**config.mk**
```make
export PLATFORM = sky130hd
export DESIGN_NAME = i2c_apb_regs
export DESIGN_NICKNAME = d
export VERILOG_FILES = /design/src/rtl/i2c_apb_regs.sv
export SDC_FILE = /design/constraint.sdc
export NUM_CORES = 1
export LEC_CHECK = 0
export ABC_AREA = 1
export CAP_MARGIN = 25
export CELL_PAD_IN_SITES_DETAIL_PLACEMENT = 2
export CELL_PAD_IN_SITES_GLOBAL_PLACEMENT = 2
export CORE_MARGIN = 2
export CORE_UTILIZATION = 30
export DETAILED_ROUTE_END_ITERATION = 6
export DONT_BUFFER_PORTS = 1
export PLACE_DENSITY = 0.62
export REMOVE_ABC_BUFFERS = 1
export SKIP_LAST_GASP = 1
export SYNTH_ARGS = -nofsm -noshare
export SYNTH_HDL_FRONTEND = slang
export SYNTH_SLANG_ARGS = --single-unit
```
**constraint.sdc**
```tcl
create_clock -name clk -period 3.19 [get_ports clk]
set_input_delay 0.4785 -clock clk [delete_from_list [all_inputs] [get_ports clk]]
set_output_delay 0.4785 -clock clk [all_outputs]
set_load 0.01 [all_outputs]
```
**src/rtl/i2c_apb_regs.sv**
```systemverilog
// APB register front end for an I2C controller: CTRL/ADDR registers, a TX FIFO
// feeding the controller's data_in, and an RX FIFO drained through RXDATA reads.
module i2c_apb_regs #(
  parameter int TX_DEPTH = 4,
  parameter int RX_DEPTH = 4
) (
  input  logic       clk,
  input  logic       rst,
  // APB slave
  input  logic       PSEL,
  input  logic       PENABLE,
  input  logic       PWRITE,
  input  logic [2:0] PADDR,
  input  logic [7:0] PWDATA,
  output logic [7:0] PRDATA,
  output logic       PREADY,
  output logic       PSLVERR,
  // toward the I2C controller
  output logic       enable,
  output logic [6:0] slave_address,
  output logic       rw,
  output logic       repeated_start_cond,
  output logic [7:0] data_in,
  // controller handshake
  input  logic       tx_pop,
  input  logic       rx_push,
  input  logic [7:0] rx_data
);

  // Handshake: an APB access completes at the rising edge where PSEL & PENABLE
  // are high; PREADY is tied high so every access is zero-wait. tx_pop/rx_push
  // are single-cycle strobes sampled at the rising edge, with no back-pressure.

  localparam int TAW = $clog2(TX_DEPTH);
  localparam int TCW = TAW + 1;
  localparam int RAW = $clog2(RX_DEPTH);
  localparam int RCW = RAW + 1;
  localparam logic [TAW:0] TX_FULL_CNT = TX_DEPTH[TAW:0];
  localparam logic [RAW:0] RX_FULL_CNT = RX_DEPTH[RAW:0];

  localparam logic [2:0] A_CTRL   = 3'd0;
  localparam logic [2:0] A_ADDR   = 3'd1;
  localparam logic [2:0] A_TXDATA = 3'd2;
  localparam logic [2:0] A_RXDATA = 3'd3;
  localparam logic [2:0] A_STATUS = 3'd4;
  localparam logic [2:0] A_TXCNT  = 3'd5;
  localparam logic [2:0] A_RXCNT  = 3'd6;

  logic       apb_wr, apb_rd;
  logic       ctrl_en, ctrl_rw, ctrl_rep;
  logic [6:0] addr_reg;
  logic       tx_ovf, rx_ovf;
  logic       status_wr;
  logic [7:0] status;

  assign apb_wr    = PSEL & PENABLE & PWRITE;
  assign apb_rd    = PSEL & PENABLE & ~PWRITE;
  assign status_wr = apb_wr & (PADDR == A_STATUS);

  // ---------------- TX FIFO ----------------
  logic [7:0]     tx_mem [TX_DEPTH];
  logic [TAW-1:0] tx_rd_ptr, tx_wr_ptr;
  logic [TAW:0]   tx_cnt;
  logic           tx_empty, tx_full;
  logic           tx_push_req, tx_do_push, tx_do_pop, tx_ovf_set;

  assign tx_empty    = (tx_cnt == '0);
  assign tx_full     = (tx_cnt == TX_FULL_CNT);
  assign tx_push_req = apb_wr & (PADDR == A_TXDATA);
  assign tx_do_pop   = tx_pop & ~tx_empty;
  // A full FIFO still accepts a push when the head leaves in the same cycle.
  assign tx_do_push  = tx_push_req & (~tx_full | tx_do_pop);
  assign tx_ovf_set  = tx_push_req & tx_full & ~tx_pop;

  always_ff @(posedge clk or posedge rst) begin
    if (rst) begin
      tx_rd_ptr <= '0;
      tx_wr_ptr <= '0;
      tx_cnt    <= '0;
    end else begin
      if (tx_do_push) tx_wr_ptr <= tx_wr_ptr + TAW'(1);
      if (tx_do_pop)  tx_rd_ptr <= tx_rd_ptr + TAW'(1);
      case ({tx_do_push, tx_do_pop})
        2'b10:   tx_cnt <= tx_cnt + TCW'(1);
        2'b01:   tx_cnt <= tx_cnt - TCW'(1);
        default: tx_cnt <= tx_cnt;
      endcase
    end
  end

  always_ff @(posedge clk) begin
    if (tx_do_push) tx_mem[tx_wr_ptr] <= PWDATA;
  end

  // ---------------- RX FIFO ----------------
  logic [7:0]     rx_mem [RX_DEPTH];
  logic [RAW-1:0] rx_rd_ptr, rx_wr_ptr;
  logic [RAW:0]   rx_cnt;
  logic           rx_empty, rx_full;
  logic           rx_pop_req, rx_do_push, rx_do_pop, rx_ovf_set;
  logic [7:0]     rx_head;

  assign rx_empty   = (rx_cnt == '0);
  assign rx_full    = (rx_cnt == RX_FULL_CNT);
  assign rx_pop_req = apb_rd & (PADDR == A_RXDATA);
  assign rx_do_pop  = rx_pop_req & ~rx_empty;
  assign rx_do_push = rx_push & (~rx_full | rx_do_pop);
  assign rx_ovf_set = rx_push & rx_full & ~rx_pop_req;
  assign rx_head    = rx_empty ? 8'h00 : rx_mem[rx_rd_ptr];

  always_ff @(posedge clk or posedge rst) begin
    if (rst) begin
      rx_rd_ptr <= '0;
      rx_wr_ptr <= '0;
      rx_cnt    <= '0;
    end else begin
      if (rx_do_push) rx_wr_ptr <= rx_wr_ptr + RAW'(1);
      if (rx_do_pop)  rx_rd_ptr <= rx_rd_ptr + RAW'(1);
      case ({rx_do_push, rx_do_pop})
        2'b10:   rx_cnt <= rx_cnt + RCW'(1);
        2'b01:   rx_cnt <= rx_cnt - RCW'(1);
        default: rx_cnt <= rx_cnt;
      endcase
    end
  end

  always_ff @(posedge clk) begin
    if (rx_do_push) rx_mem[rx_wr_ptr] <= rx_data;
  end

  // ---------------- control registers ----------------
  always_ff @(posedge clk or posedge rst) begin
    if (rst) begin
      ctrl_en  <= 1'b0;
      ctrl_rw  <= 1'b0;
      ctrl_rep <= 1'b0;
      addr_reg <= '0;
      tx_ovf   <= 1'b0;
      rx_ovf   <= 1'b0;
    end else begin
      if (apb_wr && PADDR == A_CTRL) begin
        ctrl_en  <= PWDATA[0];
        ctrl_rw  <= PWDATA[1];
        ctrl_rep <= PWDATA[2];
      end
      if (apb_wr && PADDR == A_ADDR) addr_reg <= PWDATA[6:0];
      // Set wins over a same-cycle write-1-to-clear.
      tx_ovf <= tx_ovf_set | (tx_ovf & ~(status_wr & PWDATA[4]));
      rx_ovf <= rx_ovf_set | (rx_ovf & ~(status_wr & PWDATA[5]));
    end
  end

  assign status = {2'b00, rx_ovf, tx_ovf, rx_full, rx_empty, tx_full, tx_empty};

  always_comb begin
    PRDATA = 8'h00;
    if (apb_rd) begin
      case (PADDR)
        A_CTRL:   PRDATA = {5'b0, ctrl_rep, ctrl_rw, ctrl_en};
        A_ADDR:   PRDATA = {1'b0, addr_reg};
        A_RXDATA: PRDATA = rx_head;
        A_STATUS: PRDATA = status;
        A_TXCNT:  PRDATA = 8'(tx_cnt);
        A_RXCNT:  PRDATA = 8'(rx_cnt);
        default:  PRDATA = 8'h00;
      endcase
    end
  end

  assign PREADY              = 1'b1;
  assign PSLVERR             = 1'b0;
  assign slave_address       = addr_reg;
  assign rw                  = ctrl_rw;
  assign repeated_start_cond = ctrl_rep;
  assign data_in             = tx_empty ? 8'h00 : tx_mem[tx_rd_ptr];
  // A write transfer must not run with nothing to send.
  assign enable              = ctrl_en & (~ctrl_rw | ~tx_empty);

endmodule

```
# After elaboration in Yosys (flattened, before gate mapping)
# Memories as Yosys holds them, arrays and structs flattened.
# Index checks and enable logic that the tools add are counted.
# op_classes
add_sub_neg	8
eq_ne	12
mux	10
n_bitwise	34
n_reduce_logical	7
# ops
op	count
$pmux W8 S6	1
$mux W8	3
$and A1 B1 Y1	19
$eq A3 B3 Y1 const B	5
$pmux W3 S2	2
$not A1 Y1	10
$logic_not A3 Y1	3
$add A2 B1 Y2 const B	4
$add A3 B1 Y3 const B	2
$eq A3 B2 Y1 const B	2
$sub A3 B1 Y3 const B	2
$or A1 B1 Y1	5
$eq A2 B1 Y1 const B	2
$eq A2 B2 Y1 const B	2
$mux W1	4
$reduce_bool A2 Y1	2
$eq A3 B1 Y1 const B	1
$logic_and A1 B1 Y1	2
# word_totals
register_bits	26
mem_bits_rw	64
output_inout_bits	28
wordCells	85
mem_count	2
# mem_list
name	words	width	read_ports	rd_clocked_by_memory_dff	wr	line_no	rtl
rx_mem	4	8	1	0	1	96	logic [7:0] rx_mem [RX_DEPTH];
tx_mem	4	8	1	0	1	61	logic [7:0] tx_mem [TX_DEPTH];

# Logic depth before layout (Yosys ltp)
# logic_depth
word_depth	8
ltp_mapped	12

# Worst setup path after synthesis
# No wires, ideal clock.
# synth_path
path_kind	in2reg
from	in PADDR[2]
to	reg tx_cnt[2]
setup_ps	131
arrival_ps	2030
setup_slack_ps	1029
path_stages	11
n_path_buf	1
cell_sequence	buf_2 -> inv_1 -> nand3_1 -> nor2_1 -> nand2_1 -> ha_1 -> inv_1 -> fa_1 -> a21oi_1 -> o21ai_0 -> xor2_1
# synth_between
elab_chain_len	5
word_cells_on_any_way	7
cone_classes	3 x eq/ne; 1 x mux; 2 x bitwise; 1 x reduce/logical
# synth_rtl
item	line_no	rtl
from (decl)	13	input logic [2:0] PADDR,
$eq A3 B2 Y1 *	69	assign tx_push_req = apb_wr & (PADDR == A_TXDATA);
$and A1 B1 Y1 *	69	
$and A1 B1 Y1 *	72	assign tx_do_push = tx_push_req & (~tx_full | tx_do_pop);
$eq A2 B1 Y1 or $eq A2 B2 Y1 (tied branches)	83	case ({tx_do_push, tx_do_pop})
$pmux W3 S2 or $reduce_bool A2 Y1 (tied branches)	n/a	
to (signal assigned)	84	2'b10: tx_cnt <= tx_cnt + TCW'(1);
to (signal assigned)	85	2'b01: tx_cnt <= tx_cnt - TCW'(1);
to (signal assigned)	86	default: tx_cnt <= tx_cnt;
to (decl)	63	logic [TAW:0] tx_cnt;
# Mark *: on every way between the ends. The rest lies on a longest branch, timed or not.
# A chain may end at the register's enable or synchronous reset.

# Final worst setup path
# layout_path
from	reg rx_rd_ptr[0]
to	out PRDATA[0]
# layout_between
elab_chain_len	4
# layout_rtl
item	line_no	rtl
from (decl)	97	logic [RAW-1:0] rx_rd_ptr, rx_wr_ptr;
from (signal assigned)	118	if (rx_do_pop) rx_rd_ptr <= rx_rd_ptr + RAW'(1);
$mem_v2 Z4 W8	n/a	
$mux W8	109	assign rx_head = rx_empty ? 8'h00 : rx_mem[rx_rd_ptr];
$pmux W8 S6	158	case (PADDR)
$mux W8	157	if (apb_rd) begin
to (decl)	15	output logic [7:0] PRDATA,
# Every way passes these cells.

==> results.ini <==
[synthesis]
syn-instance-count=407
synthMuxAreaShare=0
synth_top_family_by_area=simple AND/OR/NAND/NOR gates
yosys_most_used_dff=edfxtp_1
ys_seq_elements=90
yosysWarnings=0
synth.avg_cell_area_um2=10.12
synth_top_area_share=0.4664
async_flop_share=0.2889
synth_compound_area_frac=0.09080
synth.most_common_cell=nor2_1
synth-simple-area-share=0.1664
yosys-top-cells-count=nor2_1 (73), nand2_1 (69), edfxtp_1 (64)
seq_area_frac_synth=0.6244
netlist_area_mm2=0.004120
synth_area_leaders=edfxtp_1 (47%), dfrtp_1 (16%), nor2_1 (6.7%)
synth_top_area_cell=edfxtp_1
synthDistinctLibCells=28
synth_edf_count=64
synth_adder_area_share=0.04009
synth_xor_area_frac=0.01701

[grt]
overflow=0
grt_pass1_vias=3108
grt_antenna_before_repair=0
grt_pass1_wl_mm=17.63
grt_max_degree=27
grt.total_usage=0.1623

[route]
num_vias=2832
dr.pass1.iters=4
wl_met2_mm=5.297
top_layer_used=met4
dr_wl_met3_um=523
drc=0
drt_iter0_drc=111
wirelength_mm=11.01
ant_nets=0
vias_per_cell=4.800
wl_met1_mm=4.978
wire_per_inst_um=18.66

[worst_hold_path]
hold_class=in2async

[placement]
gp_congestion=0.7497
port_buffers=0
hpwl_mm=8.053
dp_slack_ps=729.9

[cts]
cts_hold_buffers=0
cts_tree=built
clock-root-buffer=clkbuf_16
cts_htree_levels=3
ctsResizeCount=0
cts_sinks=90
cts.clk_slew.worst_paths_ps=70
cts_buffers=9
cts_setup_buffers=0
clock_latency_ps=350
cts_buffer_depth=2

[sta]
hold_violations=0
final.setup.worst_slack_ps=586.4
fin_tns_setup_ps=0
rsz0062_at_grt=false
finClkSkew_ps=6.531
min_period_over_period=0.8162
slew_violations=0
min_period_ps=2604
fmax_ghz=0.3841
setup_viol=0
relSlewSlack=0.4377
timing_worst_slew_pin_value_ps=840.4

[finish]
final_nets=447
synthToLayoutAreaGrowth_pct=11.90
final_core_util=0.3454
diodes=0
drive_gt1_frac=0.07246

[critical_path]
end_kind=output pin
cp-start-kind=flop
reg2reg_slack_ps=820
cp_max_fo=19
critPathKind=reg2out
arrival_ps=2130
critPathRequiredTime_ps=2710

[die]
rows=42
fp.coreArea_mm2=0.01335
die_w_um=121.2
die_h_um=121.2
die_area_mm2=0.01469
io-pin-count=54
initial_core_util=0.3087

[status]
status=complete, no violations

[power_and_ir_drop]
p_leak_nw=1.836
power_density_mw_per_mm2=834.2
power_mw=3.846
irDropWorstVdd_mv=0.3395

[job]
max-cap-violations=0

sequential cells by signal, summed over array words and instances (netlist names):
signal	count
rx_ovf	1
tx_cnt	3
tx_wr_ptr	2
tx_ovf	1
rx_wr_ptr	2
rx_mem	32
rx_rd_ptr	2
tx_mem	32
rw	1
repeated_start_cond	1
tx_rd_ptr	2
ctrl_en	1
slave_address	7
rx_cnt	3
placed cells by master (no fill, tap or decap), drive strengths merged, types with 4 or more instances in the layout:
| cell | n |
|---|---|
| nor2 | 73 |
| nand2 | 70 |
| edfxtp | 64 |
| o21ai | 47 |
| inv | 43 |
| dfrtp | 26 |
| a21oi | 19 |
| nand3 | 16 |
| clkbuf | 12 |
| ha | 10 |
| xor2 | 6 |
| nand4 | 6 |
| clkinv | 5 |
| buf | 4 |
per-layer routing:
layer | GRT usage | vias up
met2 | 0.2602 | 46
met3 | 0.04699 | 14
met5 | 0 | -
met4 | 0.06034 | 0
li1 | - | 1347
met1 | 0.2085 | 1425
worst paths after layout:
check,endpoint,start,cells after the start
min,tx_cnt[2],rst,2
min in group clk,tx_mem[3][6],PWDATA[6],0
max in group asynchronous,slave_address[3],rst,2
min reg2reg,rx_cnt[0],rx_cnt[0],1
max,PRDATA[0],rx_rd_ptr[0],7
max reg2reg,rx_cnt[2],rx_cnt[0],11
worst max-delay path, stage by stage, from the launching register on:
cell	delay (ps)
dfrtp_1	630
inv_2	350
nand2_1	110
nand2_1	90
nand2_1	50
o21ai_0	100
nand2_1	70
a21oi_1	350
final cells by class:
| class | instances | area (um2) |
|---|---|---|
| clock inverters | 4 | 48.80 |
| repair buffers | 4 | 30.03 |
| well taps | 176 | 220.2 |
| inverters | 45 | 168.9 |
| flip-flops and latches | 90 | 2572 |
| multi-input cells | 259 | 1303 |
| fillers | 1470 | 8737 |
| clock buffers | 12 | 267.8 |
power by group:
part | switching, mW | internal [mW] | leakage, nW | total [mW]
registers | 0.246 | 1.46 | 0.895 | 1.71
logic | 0.684 | 0.323 | 0.783 | 1.01
clock network | 0.455 | 0.675 | 0.158 | 1.13
total | 1.39 | 2.46 | 1.84 | 3.85
cells by family after synthesis:
kind of cell / count (synthesis)
XOR/XNOR: 8
flip-flops: 90
AO/OA/AOI/OAI: 69
AND/OR/NAND/NOR: 168
buffers and inverters: 58
adder cells (fa/ha/maj): 12
other: 2
through the flow:
step	hold WS [ps]	std cells	area [um2]
after floorplan	459.3	394	4044
after global placement	471.8	574	4294
after detailed placement	472.3	574	4294
after CTS	93.40	590	4611
after global routing	104.4	590	4611
final	85.22	590	4611
(Power assumes the default switching activity.)
